<file path="src/rtl/dac_seq_pkg.sv">
// Shared types and constants for the AD5754 update sequencer.
// DAC_OFFSET_BINARY_EN selects a mid-scale (16'h8000) reset/hold value.
package dac_seq_pkg;
  typedef enum logic [2:0] {
    S_INIT_CLR, S_INIT_STEP, S_INIT_GAP, S_IDLE, S_CLR, S_STEP, S_GAP
  } state_t;

  localparam int TRIG_ADV = 0;
  localparam int TRIG_CLR = 1;
  localparam int TRIG_ACT = 2;

  localparam int FRAME_GAP_D   = 56;
  localparam int INIT_FRAMES_D = 9;
  localparam int NUM_CH_D      = 4;

  localparam int DATA_W    = 16;
  localparam int N_DATA_CH = 4;

  typedef logic [N_DATA_CH-1:0][DATA_W-1:0] ch_vec_t;

`ifdef DAC_OFFSET_BINARY_EN
  localparam logic [DATA_W-1:0] CH_RST_VAL = 16'h8000;
`else
  localparam logic [DATA_W-1:0] CH_RST_VAL = 16'h0000;
`endif
endpackage

</file>
<file path="src/rtl/dac_update_sequencer_if.sv">
// Setpoint valid/ready bus: producer is master, sequencer is slave.
interface dac_update_sequencer_if;
  logic        in_valid;
  logic        in_ready;
  logic [15:0] in_ch_a;
  logic [15:0] in_ch_b;
  logic [15:0] in_ch_c;
  logic [15:0] in_ch_d;

  modport master (output in_valid, in_ch_a, in_ch_b, in_ch_c, in_ch_d, input in_ready);
  modport slave  (input in_valid, in_ch_a, in_ch_b, in_ch_c, in_ch_d, output in_ready);
endinterface

</file>
<file path="src/rtl/dac_seq_shadow.sv">
// Shadow setpoint register with pending flag and registered in_ready.
// DAC_OFFSET_BINARY_EN: two's-complement inputs are stored as offset binary.
module dac_seq_shadow
  import dac_seq_pkg::*;
(
  input  logic                   clk,
  input  logic                   reset_n,
  input  logic                   xfer,
  dac_update_sequencer_if.slave  sp,
  output ch_vec_t                shadow,
  output logic                   pending
);
  logic    accept, pending_n;
  ch_vec_t load_val;

  assign accept    = sp.in_valid & sp.in_ready;
  // A same-cycle accept wins: the transfer already used the old shadow.
  assign pending_n = accept | (pending & ~xfer);

  always_comb begin
    load_val = {sp.in_ch_d, sp.in_ch_c, sp.in_ch_b, sp.in_ch_a};
`ifdef DAC_OFFSET_BINARY_EN
    for (int i = 0; i < N_DATA_CH; i++)
      load_val[i][DATA_W-1] = ~load_val[i][DATA_W-1];
`endif
  end

  always_ff @(posedge clk or negedge reset_n) begin
    if (!reset_n) begin
      shadow      <= {N_DATA_CH{CH_RST_VAL}};
      pending     <= 1'b0;
      sp.in_ready <= 1'b0;
    end else begin
      if (accept) shadow <= load_val;
      pending     <= pending_n;
      sp.in_ready <= ~pending_n;
    end
  end
endmodule

</file>
<file path="src/rtl/dac_update_sequencer.sv">
// AD5754 driver control stage: one init pass after reset, then a
// clear + NUM_CH frame-advance pass per update strobe, FRAME_GAP clks apart.
module dac_update_sequencer
  import dac_seq_pkg::*;
#(
  parameter int FRAME_GAP   = FRAME_GAP_D,
  parameter int INIT_FRAMES = INIT_FRAMES_D,
  parameter int NUM_CH      = NUM_CH_D
) (
  input  logic                  clk,
  input  logic                  reset_n,
  input  logic                  update_stb,
  dac_update_sequencer_if.slave sp,
  output logic [2:0]            dac_trig,
  output logic [DATA_W-1:0]     dac_ch_a,
  output logic [DATA_W-1:0]     dac_ch_b,
  output logic [DATA_W-1:0]     dac_ch_c,
  output logic [DATA_W-1:0]     dac_ch_d,
  output logic                  busy,
  output logic                  init_done,
  output logic [7:0]            overrun_cnt
);
  localparam int GAP_W     = $clog2(FRAME_GAP);
  localparam int MAX_STEPS = (INIT_FRAMES > NUM_CH) ? INIT_FRAMES : NUM_CH;
  localparam int STEP_W    = $clog2(MAX_STEPS + 1);

  state_t             state, state_n;
  logic [GAP_W-1:0]   gap_cnt, gap_n;
  logic [STEP_W-1:0]  steps, steps_n;
  logic [2:0]         trig_n;
  logic               done_n, xfer, pending;
  ch_vec_t            shadow, dac_ch_q;

  dac_seq_shadow u_shadow (
    .clk     (clk),
    .reset_n (reset_n),
    .xfer    (xfer),
    .sp      (sp),
    .shadow  (shadow),
    .pending (pending)
  );

  always_comb begin
    state_n = state;
    gap_n   = gap_cnt;
    steps_n = steps;
    done_n  = init_done;
    xfer    = 1'b0;
    case (state)
      // Reset parks here with trig cleared; hold one cycle so the clear is emitted.
      S_INIT_CLR: if (dac_trig[TRIG_CLR]) begin
        state_n = S_INIT_STEP;
        steps_n = STEP_W'(INIT_FRAMES);
      end
      S_CLR: begin
        state_n = S_STEP;
        steps_n = STEP_W'(NUM_CH);
      end
      S_INIT_STEP, S_STEP: begin
        gap_n   = GAP_W'(FRAME_GAP - 2);
        steps_n = steps - 1'b1;
        state_n = (state == S_INIT_STEP) ? S_INIT_GAP : S_GAP;
      end
      S_INIT_GAP, S_GAP: begin
        if (gap_cnt != '0)
          gap_n = gap_cnt - 1'b1;
        else if (steps != '0)
          state_n = (state == S_INIT_GAP) ? S_INIT_STEP : S_STEP;
        else begin
          state_n = S_IDLE;
          if (state == S_INIT_GAP) done_n = 1'b1;
        end
      end
      S_IDLE: if (update_stb) begin
        state_n = S_CLR;
        xfer    = 1'b1;
      end
      default: state_n = S_INIT_CLR;
    endcase

    // Outputs are registered decodes of the next state.
    trig_n           = '0;
    trig_n[TRIG_ADV] = (state_n == S_INIT_STEP) || (state_n == S_STEP);
    trig_n[TRIG_CLR] = (state_n == S_CLR) ||
                       ((state_n == S_INIT_CLR) && !dac_trig[TRIG_CLR]);
    trig_n[TRIG_ACT] = (state_n != S_IDLE);
  end

  always_ff @(posedge clk or negedge reset_n) begin
    if (!reset_n) begin
      state       <= S_INIT_CLR;
      gap_cnt     <= '0;
      steps       <= '0;
      dac_trig    <= '0;
      busy        <= 1'b1;
      init_done   <= 1'b0;
      overrun_cnt <= '0;
      dac_ch_q    <= {N_DATA_CH{CH_RST_VAL}};
    end else begin
      state     <= state_n;
      gap_cnt   <= gap_n;
      steps     <= steps_n;
      dac_trig  <= trig_n;
      busy      <= (state_n != S_IDLE);
      init_done <= done_n;
      if (xfer && pending) dac_ch_q <= shadow;
      if (update_stb && (state != S_IDLE) && (overrun_cnt != 8'hFF))
        overrun_cnt <= overrun_cnt + 8'd1;
    end
  end

  assign dac_ch_a = dac_ch_q[0];
  assign dac_ch_b = dac_ch_q[1];
  assign dac_ch_c = dac_ch_q[2];
  assign dac_ch_d = dac_ch_q[3];
endmodule

</file>
<file path="src/flat_wrapper.sv">
// flat-port wrapper written by rule: the top's interface ports become plain ports
module dac_update_sequencer_flat import dac_seq_pkg::*;
#(
  parameter int FRAME_GAP   = FRAME_GAP_D,
  parameter int INIT_FRAMES = INIT_FRAMES_D,
  parameter int NUM_CH      = NUM_CH_D
)
  (clk, reset_n, update_stb, dac_trig, dac_ch_a, dac_ch_b, dac_ch_c, dac_ch_d, busy, init_done, overrun_cnt, sp_in_valid, sp_in_ch_a, sp_in_ch_b, sp_in_ch_c, sp_in_ch_d, sp_in_ready);
  dac_update_sequencer_if sp_i ();
  input  logic clk;
  input  logic reset_n;
  input  logic update_stb;
  output logic [2:0] dac_trig;
  output logic [DATA_W-1:0] dac_ch_a;
  output logic [DATA_W-1:0] dac_ch_b;
  output logic [DATA_W-1:0] dac_ch_c;
  output logic [DATA_W-1:0] dac_ch_d;
  output logic busy;
  output logic init_done;
  output logic [7:0] overrun_cnt;
  input wire logic [$bits(sp_i.in_valid)-1:0] sp_in_valid;
  input wire logic [$bits(sp_i.in_ch_a)-1:0] sp_in_ch_a;
  input wire logic [$bits(sp_i.in_ch_b)-1:0] sp_in_ch_b;
  input wire logic [$bits(sp_i.in_ch_c)-1:0] sp_in_ch_c;
  input wire logic [$bits(sp_i.in_ch_d)-1:0] sp_in_ch_d;
  output wire logic [$bits(sp_i.in_ready)-1:0] sp_in_ready;
  assign sp_i.in_valid = sp_in_valid;
  assign sp_i.in_ch_a = sp_in_ch_a;
  assign sp_i.in_ch_b = sp_in_ch_b;
  assign sp_i.in_ch_c = sp_in_ch_c;
  assign sp_i.in_ch_d = sp_in_ch_d;
  assign sp_in_ready = sp_i.in_ready;
  dac_update_sequencer #(.FRAME_GAP(FRAME_GAP), .INIT_FRAMES(INIT_FRAMES), .NUM_CH(NUM_CH)) u_core (.clk(clk), .reset_n(reset_n), .update_stb(update_stb), .sp(sp_i), .dac_trig(dac_trig), .dac_ch_a(dac_ch_a), .dac_ch_b(dac_ch_b), .dac_ch_c(dac_ch_c), .dac_ch_d(dac_ch_d), .busy(busy), .init_done(init_done), .overrun_cnt(overrun_cnt));
endmodule
</file>
<file path="config.mk">
export PLATFORM = sky130hd
export DESIGN_NAME = dac_update_sequencer_flat
export DESIGN_NICKNAME = d
export VERILOG_FILES = /design/src/rtl/dac_seq_pkg.sv /design/src/rtl/dac_update_sequencer_if.sv /design/src/rtl/dac_seq_shadow.sv /design/src/rtl/dac_update_sequencer.sv /design/src/flat_wrapper.sv
export SDC_FILE = /design/constraint.sdc
export NUM_CORES = 1
export LEC_CHECK = 0
export CAP_MARGIN = 20
export CORE_MARGIN = 2
export CORE_UTILIZATION = 53
export DETAILED_ROUTE_END_ITERATION = 10
export PLACE_DENSITY = 0.89
export SYNTH_ARGS = -nofsm -noshare
export SYNTH_HDL_FRONTEND = slang
export SYNTH_SLANG_ARGS = --single-unit
</file>
<file path="constraint.sdc">
create_clock -name clk -period 5.04 [get_ports clk]
set_clock_uncertainty 0.15 [all_clocks]
set_input_delay 1.008 -clock clk [delete_from_list [all_inputs] [get_ports clk]]
set_output_delay 1.008 -clock clk [all_outputs]
set_load 0.02 [all_outputs]
</file>
==> results of run 1 <==
worst register-to-register path: cells and delay by family (launching register included):
family        cells  cell delay, ns
buf+inv           1            0.56
simple gates      2            1.07
mux               1            0.36
flops             1            0.90
power by group through the flow:
stage	clock (µW)	sequential (µW)	combinational, µW
after global routing	1290	2380	2230
after global placement	0	2250	2000
after floorplan	0	2530	905
after detailed placement	0	2300	2080
final	1220	2300	2070
after CTS	1240	2300	2090
per-layer routing:
layer	GRT usage [%]	up-vias
li1	-	1784
met3	9.61	20
met1	25.8	1970
met4	8.86	0
met5	0	-
met2	34.5	127
cell families after synthesis:
group / count (synthesis) / synth area share [%]
XOR/XNOR: 5 / 0.707
flip-flops: 156 / 63.1
AND/OR/NAND/NOR: 62 / 5.76
AO/OA/AOI/OAI: 32 / 3.62
adder cells (fa/ha/maj): 3 / 0.606
multiplexers: 131 / 23.8
buffers and inverters: 27 / 2.46
placed cells by master (no fill, tap or decap), types with 3 or more instances in the layout:
master,count
sky130_fd_sc_hd__a21oi_1,4
sky130_fd_sc_hd__a31oi_1,7
sky130_fd_sc_hd__buf_4,3
sky130_fd_sc_hd__clkbuf_16,17
sky130_fd_sc_hd__clkdlybuf4s50_1,144
sky130_fd_sc_hd__clkinv_2,3
sky130_fd_sc_hd__clkinvlp_4,5
sky130_fd_sc_hd__dfrtp_1,155
sky130_fd_sc_hd__ha_1,3
sky130_fd_sc_hd__inv_1,8
sky130_fd_sc_hd__mux2_1,5
sky130_fd_sc_hd__mux2_2,125
sky130_fd_sc_hd__nand2_1,7
sky130_fd_sc_hd__nand3_1,5
sky130_fd_sc_hd__nand4_1,4
sky130_fd_sc_hd__nor2_1,15
sky130_fd_sc_hd__nor2b_1,3
sky130_fd_sc_hd__nor3_1,7
sky130_fd_sc_hd__nor4_1,4
sky130_fd_sc_hd__o21ai_0,6
sky130_fd_sc_hd__xor2_1,5
area by class of cell:
| type | count | area (µm²) | share of cell area [%] |
|---|---|---|---|
| Clock inverter | 13 | 118 | 1.41 |
| Multi-Input combinational cell | 233 | 2140 | 25.7 |
| Clock buffer | 19 | 453 | 5.44 |
| Inverter | 8 | 30.0 | 0.361 |
| Timing Repair Buffer | 149 | 1500 | 18.0 |
| Tap cell | 143 | 179 | 2.15 |
| Sequential cell | 156 | 3910 | 46.9 |
synth_stat cells, types with 2 or more instances:
cell type                  instances  area [µm²]
sky130_fd_sc_hd__xor2_1            5        43.8
sky130_fd_sc_hd__nor2_1           15        56.3
sky130_fd_sc_hd__nor3_1            7        35.0
sky130_fd_sc_hd__nor4_1            4        25.0
sky130_fd_sc_hd__dfrtp_1         155        3880
sky130_fd_sc_hd__inv_1             8        30.0
sky130_fd_sc_hd__mux2_1            5        56.3
sky130_fd_sc_hd__buf_6             6        67.6
sky130_fd_sc_hd__clkbuf_1          8        30.0
sky130_fd_sc_hd__o211ai_1          2        15.0
sky130_fd_sc_hd__nand3_1           5        25.0
sky130_fd_sc_hd__nand2_1           8        30.0
sky130_fd_sc_hd__nor2b_1           3        18.8
sky130_fd_sc_hd__a21oi_1           4        20.0
sky130_fd_sc_hd__nand4_1           4        25.0
sky130_fd_sc_hd__o22a_1            2        17.5
sky130_fd_sc_hd__buf_2             5        25.0
sky130_fd_sc_hd__or2_2             2        12.5
sky130_fd_sc_hd__o22ai_1           2        12.5
sky130_fd_sc_hd__ha_1              3        37.5
sky130_fd_sc_hd__nand2b_1          2        12.5
sky130_fd_sc_hd__a31oi_1           7        43.8
sky130_fd_sc_hd__a21bo_2           2        20.0
sky130_fd_sc_hd__o21ai_0           6        30.0
sky130_fd_sc_hd__mux2_2          125        1410
metrics by stage:
stage | area, µm² | hold slack (ns) | util [%]
after floorplan | 6190 | 0.302 | -
after global placement | 7730 | 0.305 | 67.7
after detailed placement | 7730 | 0.310 | 67.7
after CTS | 8300 | 0.334 | 72.7
after global routing | 8330 | 0.296 | 72.9
final | 8330 | 0.287 | 72.9
sequential cells by signal, indices dropped and copies added (netlist names):
register	flops
u_core.state	3
u_core.steps	4
u_core.u_shadow.pending	1
u_core.dac_ch_a	16
u_core.u_shadow.sp.in_ready	1
u_core.overrun_cnt	8
u_core.dac_ch_b	16
u_core.gap_cnt	6
u_core.u_shadow.shadow	64
u_core.dac_ch_d	16
u_core.busy	1
u_core.init_done	1
u_core.dac_ch_c	16
u_core.dac_trig	3
worst max-delay path by stage:
stage / to / startpoint / cells past startpoint
2_1_floorplan: u_core.u_shadow.shadow[0] / sp_in_valid / 4
3_3_place_gp: u_core.dac_ch_d[14] / update_stb / 4
3_5_place_dp: u_core.dac_ch_d[14] / update_stb / 4
4_1_cts: u_core.dac_ch_d[14] / u_core.state[1] / 4
5_1_grt: u_core.dac_ch_d[14] / u_core.state[1] / 4
6_report: u_core.dac_ch_d[14] / u_core.state[1] / 4
==> PnR_summary.wiki, run 1 <==
{| class="wikitable"
! Metric !! Value
|-
| Status || finished, final reports clean
|-
| Syn nets || 487
|-
| Endpoint of the worst register-to-register path || u_core.dac_ch_d[14]
|-
| Overall power after layout || 5590 µW
|-
| Relative slew margins || 39.0%
|-
| Filler instances || 727
|-
| Async SR Flop Fraction || 100%
|-
| Most frequently used flop master after synthesis || sky130_fd_sc_hd__dfrtp_1
|-
| Detailed-route wire length on metal 1 || 5.19 mm
|-
| Unrepaired setup endpoints after global routing || no
|-
| Placed Cells incl. Taps || 688
|-
| Growth of design area from synthesis to finish || 34.4%
|-
| Die Width || 112 µm
|-
| Sequential-to-total area share from yosys stat || 63.1%
|-
| Post-Synthesis Cell Area || 6190 µm²
|-
| Logic depth of the worst register-to-register path || 4
|-
| Sequential group share of total power || 41.1%
|-
| Nets || 636
|-
| Ratio of cells with drive above 1 in the final layout || 30.1%
|-
| Antenna violation net count after detailed routing || 0
|-
| Timing-limited maximum frequency || 0.317 GHz
|-
| Flip-flop and latch count after synthesis || 156
|-
| Die boundary height || 112 µm
|-
| Max cap viols || 0
|-
| Areal power density over the cells || 671 nW/µm²
|-
| Crit-path leading delay family || simple AND/OR/NAND/NOR gates
|-
| EDFF count, synth || 0
|-
| Int Pwr || 3730 µW
|-
| Setup Buffers After CTS || 0
|-
| Transition at the pin with the smallest max-transition slack || 0.915 ns
|-
| Slowest stage cell on the critical path || sky130_fd_sc_hd__dfrtp_1
|-
| Period Utilization, post-route || 62.7%
|-
| CTS HTree Levels || 4
|-
| Cells along the critical path || nor2b_2, nand4_4, buf_4, mux2_1
|-
| Total iterations of the first detailed-routing run || 4
|-
| TritonCTS Buffers || 17
|-
| Overflow left after global routing || 0
|-
| Required time of the critical path || 5.19 ns
|-
| Synthesis Warnings || 0
|-
| Maximum ir drop on the vdd rail || 471 µV
|-
| First-pass GRT wire length || 21.4 mm
|-
| Final instance count without filler cells || 721
|-
| GRT Total Usage || 21.6%
|-
| Met3 wirelength from detailed routing || 1.14 mm
|-
| Clk pin slew, worst setup/hold paths || 0.06 ns
|-
| Final Wtd Congestion || 0.823
|-
| CTS tree || yes
|-
| Floorplan core area || 11400 µm²
|-
| Final routed wire length divided by cell count || 17.8 µm
|-
| Sum Neg Setup Slack || 0 ns
|-
| Latest clock arrival within the worst-skew pair || 0.42 ns
|-
| Hold violation count in the final report || 0
|-
| Post-Place Worst Slack || 1.53 ns
|-
| Number of core rows || 39
|-
| Number of antenna violations at the first check in global routing || 0
|-
| Remaining design rule violation count || 0
|-
| Static power due to leakage || 0.00360 µW
|-
| Power share of the combinational group || 37.1%
|-
| Kind of start point of the critical path || register
|-
| Die area || 12600 µm²
|-
| Gate count after technology mapping || 416
|-
| WL met2 || 6.21 mm
|-
| CP max FO || 43
|-
| Number of gates given a new drive strength after cts || 0
|-
| Net switching fraction of the power || 33.3%
|-
| Count of clock tree sinks || 156
|-
| Via Count || 3901
|-
| Kind of path behind the tightest hold check || in2async
|-
| Crit path kind || reg2reg
|-
| Clock root buffer || sky130_fd_sc_hd__clkbuf_16
|-
| Post-layout minimum cycle time || 3.16 ns
|-
| Number of hold-repair buffers added at the cts stage || 0
|-
| Proportion of power drawn by the clock network || 21.8%
|-
| Data arrival time of the critical path || 3.31 ns
|-
| Post-detailed-placement half-perimeter wirelength || 8.34 mm
|-
| Crit path setup slack, layout || 1.88 ns
|-
| Switching component of the power || 1860 µW
|-
| Average vias per placed instance || 5.41
|-
| Worst r2r src || u_core.state[1]
|-
| Ports || 146
|-
| Average instance area after synthesis || 14.9 µm²
|-
| Number of slew-limit violations in the final report || 0
|-
| CP peak stage delay || 0.90 ns
|-
| Max Buffers Root-to-Sink || 2
|-
| Distinct cell type count of the synthesized netlist || 46
|-
| Final setup violation count || 0
|-
| CP bufs+invs || 1
|-
| Antenna cells || 0
|-
| Final WL || 12.9 mm
|-
| Endpoint kind of the worst setup timing path || register
|-
| Top layer reached by signal wires || met4
|-
| Starting density of the core || 54.2%
|-
| Buffers added on ports || 145
|-
| First-iteration detailed-routing DRC count || 162
|-
| Worst-case register-to-register setup slack || 1.88 ns
|-
| Maximum number of pins on one net before global-route repair || 128
|-
| Via count of the first global-routing pass || 4313
|}
Note: power is estimated with default switching activity, not from simulation.
==> inputs of run 2 (changes only) <==
--- a/config.mk
+++ b/config.mk
@@ -7,9 +7,9 @@
 export LEC_CHECK = 0
 export CAP_MARGIN = 20
 export CORE_MARGIN = 2
-export CORE_UTILIZATION = 53
+export CORE_UTILIZATION = 45
 export DETAILED_ROUTE_END_ITERATION = 10
-export PLACE_DENSITY = 0.89
+export PLACE_DENSITY = 0.81
 export SYNTH_ARGS = -nofsm -noshare
 export SYNTH_HDL_FRONTEND = slang
 export SYNTH_SLANG_ARGS = --single-unit
==> constraint.sdc (replaced) <==
create_clock -name clk -period 2.65 [get_ports clk]
set_clock_uncertainty 0.15 [all_clocks]
set_input_delay 0.53 -clock clk [delete_from_list [all_inputs] [get_ports clk]]
set_output_delay 0.53 -clock clk [all_outputs]
set_load 0.02 [all_outputs]
==> run 2 against run 1 <==
Hold slack improved by 0.039 ns. Sequential cell count unchanged. Total power up 94%. Die area is 17% higher. Clock-buffer cell count shrank 1. Largest power group unchanged. Highest routed layer unchanged.
==> PnR_summary.wiki, run 2 (same netlist as run 1, synthesis figures left out) <==
{| class="wikitable"
! Metric !! Value
|-
| Maximum ir drop on the vdd rail || 594 µV (was 471 µV)
|-
| Number of gates given a new drive strength after cts || 0 (unchanged)
|-
| Clk pin slew, worst setup/hold paths || 0.06 ns (about the same)
|-
| Max cap viols || 0 (unchanged)
|-
| Sum Neg Setup Slack || 0 ns (unchanged)
|-
| Via count of the first global-routing pass || 4327 (was 4313)
|-
| Cells on Worst Hold Path || 1
|-
| Die boundary height || 121 µm (was 112 µm)
|-
| Crit path kind || reg2out (was reg2reg)
|-
| TritonCTS Buffers || 17 (unchanged)
|-
| Worst-case hold path end point || u_core.dac_ch_b[15]
|-
| Endpoint of the worst register-to-register path || u_core.init_done (was u_core.dac_ch_d[14])
|-
| Transition at the pin with the smallest max-transition slack || 0.485 ns (was 0.915 ns)
|-
| Data arrival time of the critical path || 1.55 ns (was 3.31 ns)
|-
| Growth of design area from synthesis to finish || 37.3% (was 34.4%)
|-
| CTS HTree Levels || 4 (unchanged)
|-
| Crit-path leading delay family || buffers and inverters (was simple AND/OR/NAND/NOR gates)
|-
| CP peak stage delay || 0.66 ns (was 0.90 ns)
|-
| Average vias per placed instance || 5.16 (was 5.41)
|-
| Post-detailed-placement half-perimeter wirelength || 8.87 mm (was 8.34 mm)
|-
| Worst r2r src || u_core.steps[0] (was u_core.state[1])
|-
| Number of core rows || 42 (was 39)
|-
| Kind of path behind the tightest hold check || reg2reg (was in2async)
|-
| Register with the most flip-flops || u_core.u_shadow.shadow (unchanged)
|-
| Ratio of cells with drive above 1 in the final layout || 30.5% (was 30.1%)
|-
| Post-Place Worst Slack || 0.290 ns (was 1.53 ns)
|-
| Buffers added on ports || 145 (unchanged)
|-
| Endpoint kind of the worst setup timing path || output port (was register)
|-
| Overflow left after global routing || 0 (unchanged)
|-
| GRT busiest layer || met2 (unchanged)
|-
| Top library cells by usage in the layout, fill and taps aside || sky130_fd_sc_hd__dfrtp_1, sky130_fd_sc_hd__clkdlybuf4s50_1, sky130_fd_sc_hd__mux2_2 (unchanged)
|-
| Crit path setup slack, layout || 0.419 ns (was 1.88 ns)
|-
| Die area || 14700 µm² (was 12600 µm²)
|-
| Kind of start point of the critical path || register (unchanged)
|-
| Period Utilization, post-route || 84.2%
|-
| Ports || 146 (unchanged)
|-
| Total iterations of the first detailed-routing run || 4 (unchanged)
|-
| Logic depth of the worst register-to-register path || 5 (was 4)
|-
| Number of slew-limit violations in the final report || 0 (unchanged)
|-
| Areal power density over the cells || 1270 nW/µm² (was 671 nW/µm²)
|-
| Most common cell after layout, fill and taps aside || sky130_fd_sc_hd__dfrtp_1 (unchanged)
|-
| Final WL || 12.8 mm (was 12.9 mm)
|-
| Remaining design rule violation count || 0 (unchanged)
|-
| GRT Total Usage || 18.7% (was 21.6%)
|-
| Unrepaired setup endpoints after global routing || no (unchanged)
|-
| Relative slew margins || 67.7% (was 39.0%)
|-
| Nets || 643 (was 636)
|-
| Floorplan core area || 13300 µm² (was 11400 µm²)
|-
| CP max FO || 7 (was 43)
|-
| Max FFs per register || 64 (unchanged)
|-
| Filler instances || 1051 (was 727)
|-
| Util after Layout || 63.7% (was 72.9%)
|-
| Critical path origin || u_core.dac_trig[1] (was u_core.state[1])
|-
| First-iteration detailed-routing DRC count || 159 (was 162)
|-
| Final setup violation count || 0 (unchanged)
|-
| Latest clock arrival within the worst-skew pair || 0.42 ns (about the same)
|-
| Max Buffers Root-to-Sink || 2 (unchanged)
|-
| GR Layer Usage met2 || 31.7% (was 34.5%)
|-
| Via Count || 3922 (was 3901)
|-
| Final Wtd Congestion || 0.799 (was 0.823)
|-
| CP bufs+invs || 1 (unchanged)
|-
| Required time of the critical path || 1.97 ns (was 5.19 ns)
|-
| Final routed wire length divided by cell count || 16.8 µm (was 17.8 µm)
|-
| Timing-limited maximum frequency || 0.448 GHz
|-
| Count of clock tree sinks || 156 (unchanged)
|-
| Met1 Usage GRT || 22.0% (was 25.8%)
|-
| Slowest stage cell on the critical path || sky130_fd_sc_hd__clkdlybuf4s50_1 (was sky130_fd_sc_hd__dfrtp_1)
|-
| Status || finished, final reports clean (unchanged)
|-
| Die Width || 121 µm (was 112 µm)
|-
| Antenna violation net count after detailed routing || 0 (unchanged)
|-
| Cells along the critical path || clkdlybuf4s50_1 (was nor2b_2, nand4_4, buf_4, mux2_1)
|-
| Post-layout minimum cycle time || 2.23 ns
|-
| Hold violation count in the final report || 0 (unchanged)
|-
| Number of antenna violations at the first check in global routing || 0 (unchanged)
|-
| Clock root buffer || sky130_fd_sc_hd__clkbuf_16 (unchanged)
|-
| First-pass GRT wire length || 21.2 mm (was 21.4 mm)
|-
| Antenna cells || 0 (unchanged)
|-
| Static power due to leakage || 0.00368 µW (was 0.00360 µW)
|-
| Maximum number of pins on one net before global-route repair || 51 (was 128)
|-
| Hold path startpoint || u_core.u_shadow.shadow[31]
|-
| GR met3 Demand/Resource || 6.77% (was 9.61%)
|-
| Worst-case register-to-register setup slack || 0.80 ns (was 1.88 ns)
|-
| CTS tree || yes (unchanged)
|-
| Starting density of the core || 46.4% (was 54.2%)
|}
run 2: changes by cell type in the layout (fill, tap and decap cells not counted), sizes merged:
cell         change
buf              +6
dlygate4sd3      +1
inv              -2
clkinvlp         -1
clkbuf           -1
bufinv           +3
run 2: metrics by stage:
stage          hold slack [ns]  total power [µW]  cells  area (µm²)
2_1_floorplan           0.0844              6540    416        6190
3_3_place_gp             0.308              8160    728        7890
3_5_place_dp             0.319              8420    728        7890
4_1_cts                  0.333             11000    760        8500
5_1_grt                  0.359             11500    760        8500
6_report                 0.326             10800    760        8500
run 2: power breakdown:
| group | leakage [µW] | total [µW] | switching (µW) | internal [µW] |
|---|---|---|---|---|
| combinational | 0.00151 | 4080 | 1840 | 2240 |
| clock | 0.000287 | 2480 | 924 | 1560 |
| sequential | 0.00188 | 4260 | 702 | 3560 |
| total | 0.00368 | 10800 | 3470 | 7360 |
run 2: layer usage:
layer | vias to the layer above | share of wire (%) | wire length [µm]
met2 | 119 | 51 | 6580
li1 | 1796 | - | -
met1 | 1993 | 40 | 5080
met3 | 14 | 7.5 | 958
met4 | 0 | 1.3 | 162
met5 | - | 0 | 0
run 2: how the worst max path moves through the flow:
stage / endpoint / slack, ns / cells after the start
global route: dac_trig[1] / 0.34 / 1
detailed placement: u_core.overrun_cnt[7] / 0.29 / 4
finish: dac_trig[1] / 0.42 / 1
global placement: u_core.overrun_cnt[7] / 0.33 / 4
CTS: dac_trig[1] / 0.41 / 1
floorplan: u_core.u_shadow.shadow[0] / 0.87 / 4
run 2: cell type report:
class	count	area [µm²]	share of cell area (%)
sequential	156	3910	45.9
tap	176	220	2.59
clock inverter	13	175	2.06
timing repair buffer	156	1600	18.8
inverter	8	30.0	0.353
clock buffer	18	429	5.05
multi-input combinational	233	2140	25.2
run 2: what timing repair did:
action | in CTS | in global routing
setup buffers | 0 | 0
endpoints found under the setup margin | 0 | 0
endpoints found under the hold margin | 46 | 0
hold buffers | 1 | 0
